### src/rtl/xor_bramka_core.sv
// Bitwise XOR gate with a zero-latency combinational result and a small
// registered observation stage: registered result, parity of the result, and a
// saturating count of enabled cycles in which the operands differed.
module xor_bramka_core #(
  parameter int unsigned WIDTH = 1,
  parameter int unsigned CNT_W = 16
) (
  input  logic             clk,
  input  logic             rst,
  input  logic [WIDTH-1:0] a,
  input  logic [WIDTH-1:0] b,
  output logic [WIDTH-1:0] c,
  input  logic             en,
  input  logic             clr,
  output logic [WIDTH-1:0] c_q,
  output logic             par_q,
  output logic [CNT_W-1:0] diff_cnt,
  output logic             cnt_sat
);

  localparam logic [CNT_W-1:0] CntMax = {CNT_W{1'b1}};

  logic [WIDTH-1:0] cap_q, cap_d;
  logic             par_reg_q, par_reg_d;
  logic [CNT_W-1:0] cnt_q, cnt_d;
  logic             sat_q, sat_d;

  // Gate itself: no clock or reset on this path, X on an input propagates.
  assign c = a ^ b;

  // Next-state for capture, parity and the saturating difference counter.
  always_comb begin
    cap_d     = cap_q;
    par_reg_d = par_reg_q;
    cnt_d     = cnt_q;
    sat_d     = sat_q;

    if (en) begin
      cap_d     = c;
      par_reg_d = ^c;
    end

    // Clear wins over an increment landing on the same edge.
    if (clr) begin
      cnt_d = '0;
      sat_d = 1'b0;
    end else if (en && (|c) && !sat_q && (cnt_q != CntMax)) begin
      cnt_d = cnt_q + CNT_W'(1);
      if (cnt_d == CntMax) begin
        sat_d = 1'b1;
      end
    end
  end

  // Observation registers; reset is asynchronous and held while asserted.
  always_ff @(posedge clk or posedge rst) begin
    if (rst) begin
      cap_q     <= '0;
      par_reg_q <= 1'b0;
      cnt_q     <= '0;
      sat_q     <= 1'b0;
    end else begin
      cap_q     <= cap_d;
      par_reg_q <= par_reg_d;
      cnt_q     <= cnt_d;
      sat_q     <= sat_d;
    end
  end

  assign c_q      = cap_q;
  assign par_q    = par_reg_q;
  assign diff_cnt = cnt_q;
  assign cnt_sat  = sat_q;

endmodule

### config.mk
export PLATFORM = sky130hd
export DESIGN_NAME = xor_bramka_core
export DESIGN_NICKNAME = d
export VERILOG_FILES = /design/src/rtl/xor_bramka_core.sv
export SDC_FILE = /design/constraint.sdc
export NUM_CORES = 1
export LEC_CHECK = 0
export BUFFER_PORTS_ARGS = -buffer_cell sky130_fd_sc_hd__buf_2
export CAP_MARGIN = 20
export CORE_MARGIN = 4
export CORE_UTILIZATION = 25
export DETAILED_ROUTE_END_ITERATION = 6
export PLACE_DENSITY = 0.44
export SLEW_MARGIN = 20
export SYNTH_ARGS = -nofsm -noshare
export SYNTH_HDL_FRONTEND = slang
export SYNTH_SLANG_ARGS = --single-unit
### constraint.sdc
create_clock -name clk -period 3.4 [get_ports clk]
set_input_delay 0.51 -clock clk [delete_from_list [all_inputs] [get_ports clk]]
set_output_delay 0.51 -clock clk [all_outputs]
set_load 0.02 [all_outputs]
==> results of run 1 <==
-- power breakdown --
group | internal, uW | total, uW | switching (uW)
sequential | 218 | 223 | 4.83
combinational | 14.9 | 48.1 | 33.3
clock | 78.9 | 154 | 75.1
total | 312 | 425 | 113
-- sequential cells by signal, indices dropped and copies added (netlist names) --
name,count
par_q,1
cnt_sat,1
diff_cnt,16
-- cell families (layout without fill, tap and decap cells) --
kind of cell	after synthesis	in the layout
AO/OA/AOI/OAI	24	24
XOR/XNOR	17	17
adder cells (fa/ha/maj)	2	2
buffers and inverters	15	33
flip-flops	18	18
multiplexers	1	1
AND/OR/NAND/NOR	60	60
-- per-stage QoR --
stage	power, uW	cells	setup slack [ns]	utilization [%]
floorplan	261	137	1.33	-
global placement	275	219	1.22	28.9
detailed placement	277	219	1.13	28.9
CTS	433	222	1.11	29.8
global route	446	222	0.797	29.8
finish	425	222	1.09	29.8
-- per-layer routing --
metal / GRT usage [%] / vias to the layer above
met1: 14.6 / 520
met4: 4.27 / 0
li1: - / 526
met2: 18.2 / 24
met3: 1.86 / 7
met5: 0 / -
-- placed cells by master (no fill, tap or decap), types with 5 or more instances in the layout --
cell and n:
xnor2_1 15, buf_2 25, dfrtp_1 18, nor2_1 17
nand3_1 6, a21oi_1 5, nand2_1 16, a211oi_1 7
inv_1 5
-- path summary, 6_finish.rpt --
path,depth (start not counted),to
worst min-delay path,2,diff_cnt[8]$_DFFE_PP0P_
min in group clk,2,par_q$_DFFE_PP0P_
worst max-delay path,6,diff_cnt[0]$_DFFE_PP0P_
max in group asynchronous,2,diff_cnt[6]$_DFFE_PP0P_
worst max register to register,6,diff_cnt[0]$_DFFE_PP0P_
worst min register to register,1,par_q$_DFFE_PP0P_
-- final cells by class --
cell class	count	area, um^2
inverters	5	18.8
flip-flops and latches	18	450
multi-input cells	104	687
repair buffers	25	125
well taps	67	83.8
clock buffers	3	41.3
fillers	515	3320
==> results.sh, run 1 <==
export IMPL_hold_viol=0
export IMPL_nNetsFinal=165
export IMPL_drt_iter0_markers=168
export IMPL_worst_pin_slew_ns=0.891
export IMPL_setup_tns_ns=0
export IMPL_slew_headroom_pct=40.3
export IMPL_hold_slack_ns=0.356
export IMPL_wl_met2_um=1540
export IMPL_die_area_um2=6030
export IMPL_fin_crit_ns=2.31
export IMPL_clock_skew_ns=0.00727
export IMPL_ys_top_cells_by_count="dfrtp_1 (18), nor2_1 (17), nand2_1 (16)"
export IMPL_gr_total_overflow=0
export IMPL_power_density_nw_per_um2=302
export IMPL_p_leak_uw=0.000530
export IMPL_top_layer="met4"
export IMPL_synth_top_area_cell="dfrtp_1"
export IMPL_synth_mux_area_share_pct=0.929
export IMPL_synth_edff_count=0
export IMPL_crit_start="diff_cnt[0]$_DFFE_PP0P_"
export IMPL_synth_top_family_by_area="simple AND/OR/NAND/NOR gates"
export IMPL_grt_pass1_vias=1060
export IMPL_path_class="flip-flop to flip-flop"
export IMPL_diodes=0
export IMPL_dr_pass1_iters=4
export IMPL_arrival_ns=2.44
export IMPL_startpoint_type="flip-flop"
export IMPL_yosysWarnings=0
export IMPL_clock_path_buffers=2
export IMPL_setup_viol=0
export IMPL_cts_hold_buf=0
export IMPL_boundaryPins=26
export IMPL_placementRows=25
export IMPL_timing_final_crit_share_pct=67.8
export IMPL_synth_simple_area_share_pct=25.4
export IMPL_grt_start_max_net_pins=19
export IMPL_cts_tree="built"
export IMPL_synthXorXnorAreaFrac_pct=12.3
export IMPL_clk_latency_ns=0.26
export IMPL_synth_distinct_cells=39
export IMPL_drtAntennaViolNets=0
export IMPL_cts_resized=0
export IMPL_worstPathRequired_ns=3.54
export IMPL_rrSetupSlack_ns=1.09
export IMPL_dpl_cell_area_um2=1370
export IMPL_place_gp_congestion=0.863
export IMPL_drive_gt1_share_pct=22.6
export IMPL_clkSinkCount=18
export IMPL_synth_compound_area_share_pct=16.0
export IMPL_outcome="finished, final reports clean"
export IMPL_core_area_um2=4720
export IMPL_vias=1077
export IMPL_synth_top_area_share_pct=37.2
export IMPL_clock_root_buffer="clkbuf_8"
export IMPL_synth_most_common_cell="dfrtp_1"
export IMPL_area_growth_pct=16.0
export IMPL_wl_per_cell_um=14.1
export IMPL_crit_fanout=13
export IMPL_vias_per_cell=4.85
export IMPL_met3_length_um=99
export IMPL_syn_inst=137
export IMPL_grt_antenna_before_repair=0
export IMPL_met1Wirelength_um=1430
export IMPL_slowest_delay_ns=0.75
export IMPL_crit_path_end_kind="flip-flop"
export IMPL_yosysSeqAreaShare_pct=37.2
export IMPL_die_w_um=77.6
export IMPL_grt_setup_unrepaired="false"
export IMPL_path_buf_inv=0
export IMPL_hpwl_um=2260
export IMPL_fmax_mhz=434
export IMPL_design_area_um2=1410
export IMPL_post_cts_buffers=0
export IMPL_ir_worst_vdd_v=0.000102
export IMPL_die_y_um=77.6
export IMPL_crit_chain="ha_1 > nand3_2 > nor3_2 > a21oi_1 > xnor2_1 > nor2_1"
export IMPL_portBuffers=25
export IMPL_drv_slew=0
export IMPL_synthTopCellsByArea="dfrtp_1 (37%), xnor2_1 (11%), nor2_1 (5.3%)"
export IMPL_wirelength_um=3130
export IMPL_syn_avg_cell_area_um2=8.85
export IMPL_cp_top_family="simple AND/OR/NAND/NOR gates"
export IMPL_clk_pin_slew_ns=0.07
export IMPL_rr_startpoint="diff_cnt[0]$_DFFE_PP0P_"
export IMPL_ys_ff_latch=18
export IMPL_max_cap_violations=0
export IMPL_critPathSlowestCell="nor3_2"
export IMPL_synth_adder_area_share_pct=2.06
export IMPL_ys_async_sr_fraction_pct=100
export IMPL_h_tree_depth=1
export IMPL_drc=0
export IMPL_cts_buffers_inserted=3
export IMPL_grt_total_usage_pct=11.1
export IMPL_hp_class="primary input to asynchronous set/reset pin"
export IMPL_start_util_pct=25.7
export IMPL_synth_ff_type="dfrtp_1"
export IMPL_netlist_area_um2=1210
export IMPL_synth_nets=145
export IMPL_grt_pass1_wl_um=5370
No activity file was read; power rests on OpenSTA's default activity.
==> run 2, diff against run 1 <==
clock period = 2.24 ns   (was 3.4 ns; I/O delays follow)
==> run 2 against run 1 <==
Total power is 50% higher. Global-route usage is 0.30 points higher. Critical path depth stayed put. Fmax is 13% higher. Die area stayed put. Sequential share of layout area is 1.0 points lower. Setup slack worse by 0.89 ns. Core utilization is 1.0 points higher. Via count is 1.6% higher. Count of clock-buffer cells in the layout stayed put. Cell area is 3.4% higher.
==> results.sh, run 2 (same netlist as run 1, synthesis figures left out) <==
export IMPL_cts_buffers_inserted=3
export IMPL_finalNonFillerCells=228
export IMPL_die_area_um2=6030
export IMPL_arrival_ns=2.20
export IMPL_nNetsFinal=171
export IMPL_wl_per_cell_um=13.8
export IMPL_startpoint_type="flip-flop"
export IMPL_clock_root_buffer="clkbuf_8"
export IMPL_hold_viol=0
export IMPL_grt_pass1_wl_um=5480
export IMPL_diodes=0
export IMPL_h_tree_depth=1
export IMPL_worstRegToRegCells=6
export IMPL_path_buf_inv=0
export IMPL_final_common_cell="buf_2"
export IMPL_largest_reg_flops=16
export IMPL_slowest_delay_ns=0.42
export IMPL_clock_path_buffers=2
export IMPL_cts_resized=0
export IMPL_fmax_mhz=492
export IMPL_hp_class="primary input to asynchronous set/reset pin"
export IMPL_core_area_um2=4720
export IMPL_clkSinkCount=18
export IMPL_ir_worst_vdd_v=0.000152
export IMPL_grt_pass1_vias=1105
export IMPL_area_growth_pct=19.9
export IMPL_timing_final_crit_share_pct=90.7
export IMPL_path_class="flip-flop to flip-flop"
export IMPL_wirelength_um=3150
export IMPL_worstPathRequired_ns=2.40
export IMPL_setup_tns_ns=0
export IMPL_dr_pass1_iters=4
export IMPL_clk_pin_slew_ns=0.07
export IMPL_mostFrequentLayoutCells="buf_2 (25), dfrtp_1 (18), nor2_1 (17)"
export IMPL_clk_latency_ns=0.25
export IMPL_power_density_nw_per_um2=439
export IMPL_post_cts_buffers=0
export IMPL_portBuffers=25
export IMPL_place_gp_congestion=0.942
export IMPL_grt_antenna_before_repair=0
export IMPL_crit_chain="ha_2 > nand3_2 > or3_1 > a2111oi_2 > o2111ai_1 > o32ai_2"
export IMPL_fin_crit_ns=2.03
export IMPL_slew_headroom_pct=52.0
export IMPL_boundaryPins=26
export IMPL_grt_setup_unrepaired="false"
export IMPL_rrSetupSlack_ns=0.21
export IMPL_outcome="finished, final reports clean"
export IMPL_worst_pin_slew_ns=0.720
export IMPL_drive_gt1_share_pct=26.1
export IMPL_n_fill_cell=509
export IMPL_drt_iter0_markers=98
export IMPL_final_util_pct=30.8
export IMPL_drc=0
export IMPL_finalPower_uw=639
export IMPL_drtAntennaViolNets=0
export IMPL_cts_hold_buf=0
export IMPL_hpwl_um=2400
export IMPL_vias_per_cell=4.80
export IMPL_cp_top_family="compound AO/OA/AOI/OAI gates"
export IMPL_die_w_um=77.6
export IMPL_placementRows=25
export IMPL_vias=1094
export IMPL_crit_path_end_kind="flip-flop"
export IMPL_cts_tree="built"
export IMPL_clock_skew_ns=0.00234
export IMPL_max_cap_violations=0
export IMPL_regArea_um2=450
export IMPL_start_util_pct=25.7
export IMPL_critPathSlowestCell="dfrtp_1"
export IMPL_rr_startpoint="diff_cnt[1]$_DFFE_PP0P_"
export IMPL_gr_total_overflow=0
export IMPL_grt_start_max_net_pins=19
export IMPL_multi_input_area_um2=689
export IMPL_drv_slew=0
export IMPL_p_leak_uw=0.000560
export IMPL_reg2reg_to="cnt_sat$_DFFE_PP0P_"
export IMPL_setup_viol=0
export IMPL_grt_total_usage_pct=11.4
export IMPL_die_y_um=77.6
export IMPL_dp_cells=225
export IMPL_crit_fanout=7
run 2: changes by cell type in the layout (fill, tap and decap cells not counted):
cell / delta
ha_1: -1
ha_2: +1
buf_4: +6
run 2: worst max path at each step:
stage	cells after the start	slack [ns]	endpoint	from
2_1_floorplan	6	0.17	cnt_sat$_DFFE_PP0P_	diff_cnt[0]$_DFFE_PP0P_
3_3_place_gp	6	0.21	cnt_sat$_DFFE_PP0P_	diff_cnt[1]$_DFFE_PP0P_
3_5_place_dp	6	0.17	cnt_sat$_DFFE_PP0P_	diff_cnt[1]$_DFFE_PP0P_
4_1_cts	6	0.14	cnt_sat$_DFFE_PP0P_	diff_cnt[1]$_DFFE_PP0P_
5_1_grt	6	0.03	cnt_sat$_DFFE_PP0P_	diff_cnt[1]$_DFFE_PP0P_
6_report	6	0.21	cnt_sat$_DFFE_PP0P_	diff_cnt[1]$_DFFE_PP0P_
run 2: final cells by class:
cell class / count / area share [%]
Clock buffer: 3 / 2.84
Inverter: 5 / 1.29
Sequential cell: 18 / 31.0
Multi-Input combinational cell: 104 / 47.4
Tap cell: 67 / 5.77
Timing Repair Buffer: 31 / 11.7
run 2: power breakdown:
group	leakage (uW)	switching, uW	internal (uW)	total, uW
clock	0.0000216	105	120	225
sequential	0.000248	5.27	331	337
combinational	0.000290	52.3	25.1	77.4
run 2: through the flow:
stage               instance area, um^2  worst slack [ns]  hold WS [ns]
floorplan                          1210             0.170         0.275
global placement                   1410             0.208         0.490
detailed placement                 1410             0.169         0.506
CTS                                1450             0.140         0.223
global route                       1450            0.0303         0.279
finish                             1450             0.209         0.194
run 2: layer usage:
metal  track usage, %  vias up  wire length [um]
li1                 -      536                 -
met4             3.20        0                28
met5                0        -                 0
met1             14.9      521              1420
met2             18.6       35              1570
met3             3.02        2               133
==> run 3, diff against run 2 <==
ABC_AREA = 1   (was default)
==> run 3 against run 2 <==
Critical path depth increased by 2. Via count is 4.2% higher. Setup slack better by 0.12 ns. Total power increased by 5.3%. Combinational power down 18%.
==> results.sh, run 3 <==
export IMPL_outcome="finished, final reports clean"
export IMPL_final_common_cell="nand2_1"
export IMPL_synth_top_area_share_pct=36.3
export IMPL_grt_total_usage_pct=12.2
export IMPL_cp_top_family="flip-flops"
export IMPL_yosysSeqAreaShare_pct=36.3
export IMPL_ys_ff_latch=18
export IMPL_hold_viol=0
export IMPL_grt_pass1_vias=1152
export IMPL_worst_pin_slew_ns=0.716
export IMPL_slowest_delay_ns=0.43
export IMPL_synth_distinct_cells=21
export IMPL_syn_inst=173
export IMPL_die_y_um=78.5
export IMPL_max_cap_violations=0
export IMPL_clock_root_buffer="clkbuf_8"
export IMPL_clock_path_buffers=2
export IMPL_critPathSlowestCell="dfrtp_1"
export IMPL_largest_reg_flops=16
export IMPL_ys_async_sr_fraction_pct=100
export IMPL_setup_worst_path_end="diff_cnt[1]$_DFFE_PP0P_"
export IMPL_wl_per_cell_um=12.7
export IMPL_grt_antenna_before_repair=0
export IMPL_placementRows=25
export IMPL_mostFrequentLayoutCells="nand2_1 (52), buf_2 (25), nor2_1 (23), inv_1 (23), dfrtp_1 (18)"
export IMPL_ys_top_cells_by_count="nand2_1 (52), inv_1 (23), nor2_1 (23)"
export IMPL_vias=1140
export IMPL_arrival_ns=2.04
export IMPL_worstRegToRegCells=8
export IMPL_drv_slew=0
export IMPL_drive_gt1_share_pct=24.1
export IMPL_portBuffers=25
export IMPL_setup_tns_ns=0
export IMPL_crit_path_end_kind="flip-flop"
export IMPL_wirelength_um=3380
export IMPL_p_leak_uw=0.000639
export IMPL_worstPathRequired_ns=2.38
export IMPL_cts_tree="built"
export IMPL_cts_buffers_inserted=3
export IMPL_power_density_nw_per_um2=456
export IMPL_ir_worst_vdd_v=0.000155
export IMPL_synth_nets=181
export IMPL_gr_total_overflow=0
export IMPL_synth_ff_type="dfrtp_1"
export IMPL_place_gp_congestion=0.796
export IMPL_critical_path_depth=8
export IMPL_slew_headroom_pct=52.2
export IMPL_h_tree_depth=1
export IMPL_final_util_pct=31.0
export IMPL_yosysWarnings=0
export IMPL_vias_per_cell=4.29
export IMPL_drc=0
export IMPL_cts_resized=0
export IMPL_core_area_um2=4750
export IMPL_grt_start_max_net_pins=19
export IMPL_die_area_um2=6160
export IMPL_drt_iter0_markers=43
export IMPL_crit_top_cell="inv_2"
export IMPL_grt_pass1_wl_um=5840
export IMPL_setup_viol=0
export IMPL_clk_pin_slew_ns=0.07
export IMPL_timing_final_crit_share_pct=85.2
export IMPL_hp_class="primary input to asynchronous set/reset pin"
export IMPL_syn_avg_cell_area_um2=7.17
export IMPL_synth_most_common_cell="nand2_1"
export IMPL_synth_edff_count=0
export IMPL_hpwl_um=2620
export IMPL_boundaryPins=26
export IMPL_post_cts_buffers=0
export IMPL_die_w_um=78.5
export IMPL_nNetsFinal=208
export IMPL_path_buf_inv=2
export IMPL_cts_hold_buf=0
export IMPL_crit_start="diff_cnt[1]$_DFFE_PP0P_"
export IMPL_clkSinkCount=18
export IMPL_rrSetupSlack_ns=0.33
export IMPL_synthTopCellsByArea="dfrtp_1 (36%), nand2_1 (16%), o22ai_2 (9.1%)"
export IMPL_reg2reg_to="diff_cnt[1]$_DFFE_PP0P_"
export IMPL_area_growth_pct=18.9
export IMPL_grt_setup_unrepaired="false"
export IMPL_rr_startpoint="diff_cnt[1]$_DFFE_PP0P_"
export IMPL_synth_top_area_cell="dfrtp_1"
export IMPL_fin_crit_ns=1.91
export IMPL_fmax_mhz=524
export IMPL_drtAntennaViolNets=0
export IMPL_dr_pass1_iters=4
export IMPL_startpoint_type="flip-flop"
export IMPL_diodes=0
export IMPL_crit_chain="ha_1 > nand3_2 > inv_2 > nand2_2 > o21ai_4 > nor2_2 > inv_2 > o21ai_0"
export IMPL_start_util_pct=26.1
export IMPL_path_class="flip-flop to flip-flop"
export IMPL_crit_fanout=12
export IMPL_clock_skew_ns=0.00327
export IMPL_netlist_area_um2=1240
export IMPL_clk_latency_ns=0.26
==> run 3: cell count changes after synthesis, sizes merged, moves of 4 or more <==
cell and delta:
a2111oi -5, a211oi -7, a21oi -4, buf -4, inv +20, nand2 +38
nand3 +9, nor2 +9, o21ai +11, o22ai +8, xnor2 -14
==> run 3: routing by layer <==
layer	global-route usage (%)	wire length, um	vias up
li1	-	-	603
met1	16.5	1680	512
met2	18.8	1510	20
met3	2.52	133	5
met4	4.72	55	0
met5	0	0	-
==> run 3: where the power goes <==
group	switching (uW)	leakage [uW]	internal [uW]
clock	119	0.0000288	157
sequential	4.37	0.000249	329
combinational	46.3	0.000362	16.8
==> run 3: worst min-delay path by stage <==
stage          start  slack, ns  cells past startpoint                       end
5_1_grt          rst       0.27                      2  diff_cnt[14]$_DFFE_PP0P_
6_report         rst       0.18                      2   diff_cnt[6]$_DFFE_PP0P_
3_5_place_dp     rst       0.51                      2   diff_cnt[6]$_DFFE_PP0P_
2_1_floorplan    rst       0.27                      1       cnt_sat$_DFFE_PP0P_
3_3_place_gp     rst       0.51                      2   diff_cnt[8]$_DFFE_PP0P_
4_1_cts          rst       0.22                      2   diff_cnt[6]$_DFFE_PP0P_
==> run 3: final cells by class <==
type / count / area, um^2
Tap cell: 67 / 83.8
Multi-Input combinational cell: 127 / 667
Sequential cell: 18 / 450
Clock buffer: 4 / 55.1
Timing Repair Buffer: 25 / 125
Inverter: 25 / 93.8
Fill cell: 546 / 3280
==> run 3: cell families (layout without fill, tap and decap cells) <==
| family | count (synthesis) | after routing | share of synthesized area (%) |
|---|---|---|---|
| XOR/XNOR | 3 | 3 | 2.12 |
| adder cells (fa/ha/maj) | 2 | 2 | 2.02 |
| AND/OR/NAND/NOR | 100 | 100 | 34.1 |
| AO/OA/AOI/OAI | 22 | 22 | 15.5 |
| flip-flops | 18 | 18 | 36.3 |
| buffers and inverters | 28 | 54 | 9.98 |
==> run 3: through the flow <==
step | power [uW] | hold WS (ns) | area, um^2 | cells | setup slack [ns]
after floorplan | 388 | 0.275 | 1240 | 173 | 0.495
after global placement | 405 | 0.506 | 1420 | 262 | 0.395
after detailed placement | 404 | 0.506 | 1420 | 262 | 0.347
after CTS | 687 | 0.218 | 1480 | 266 | 0.319
after global routing | 711 | 0.265 | 1480 | 266 | 0.170
final | 673 | 0.179 | 1480 | 266 | 0.332
==> run 3: worst reg2reg max path: cells and delay by family (launching register included) <==
family          cells  cell delay (ns)
flops               1             0.43
fa+ha+maj           1             0.28
simple gates        3             0.32
compound gates      2             0.37
buf+inv             2             0.38
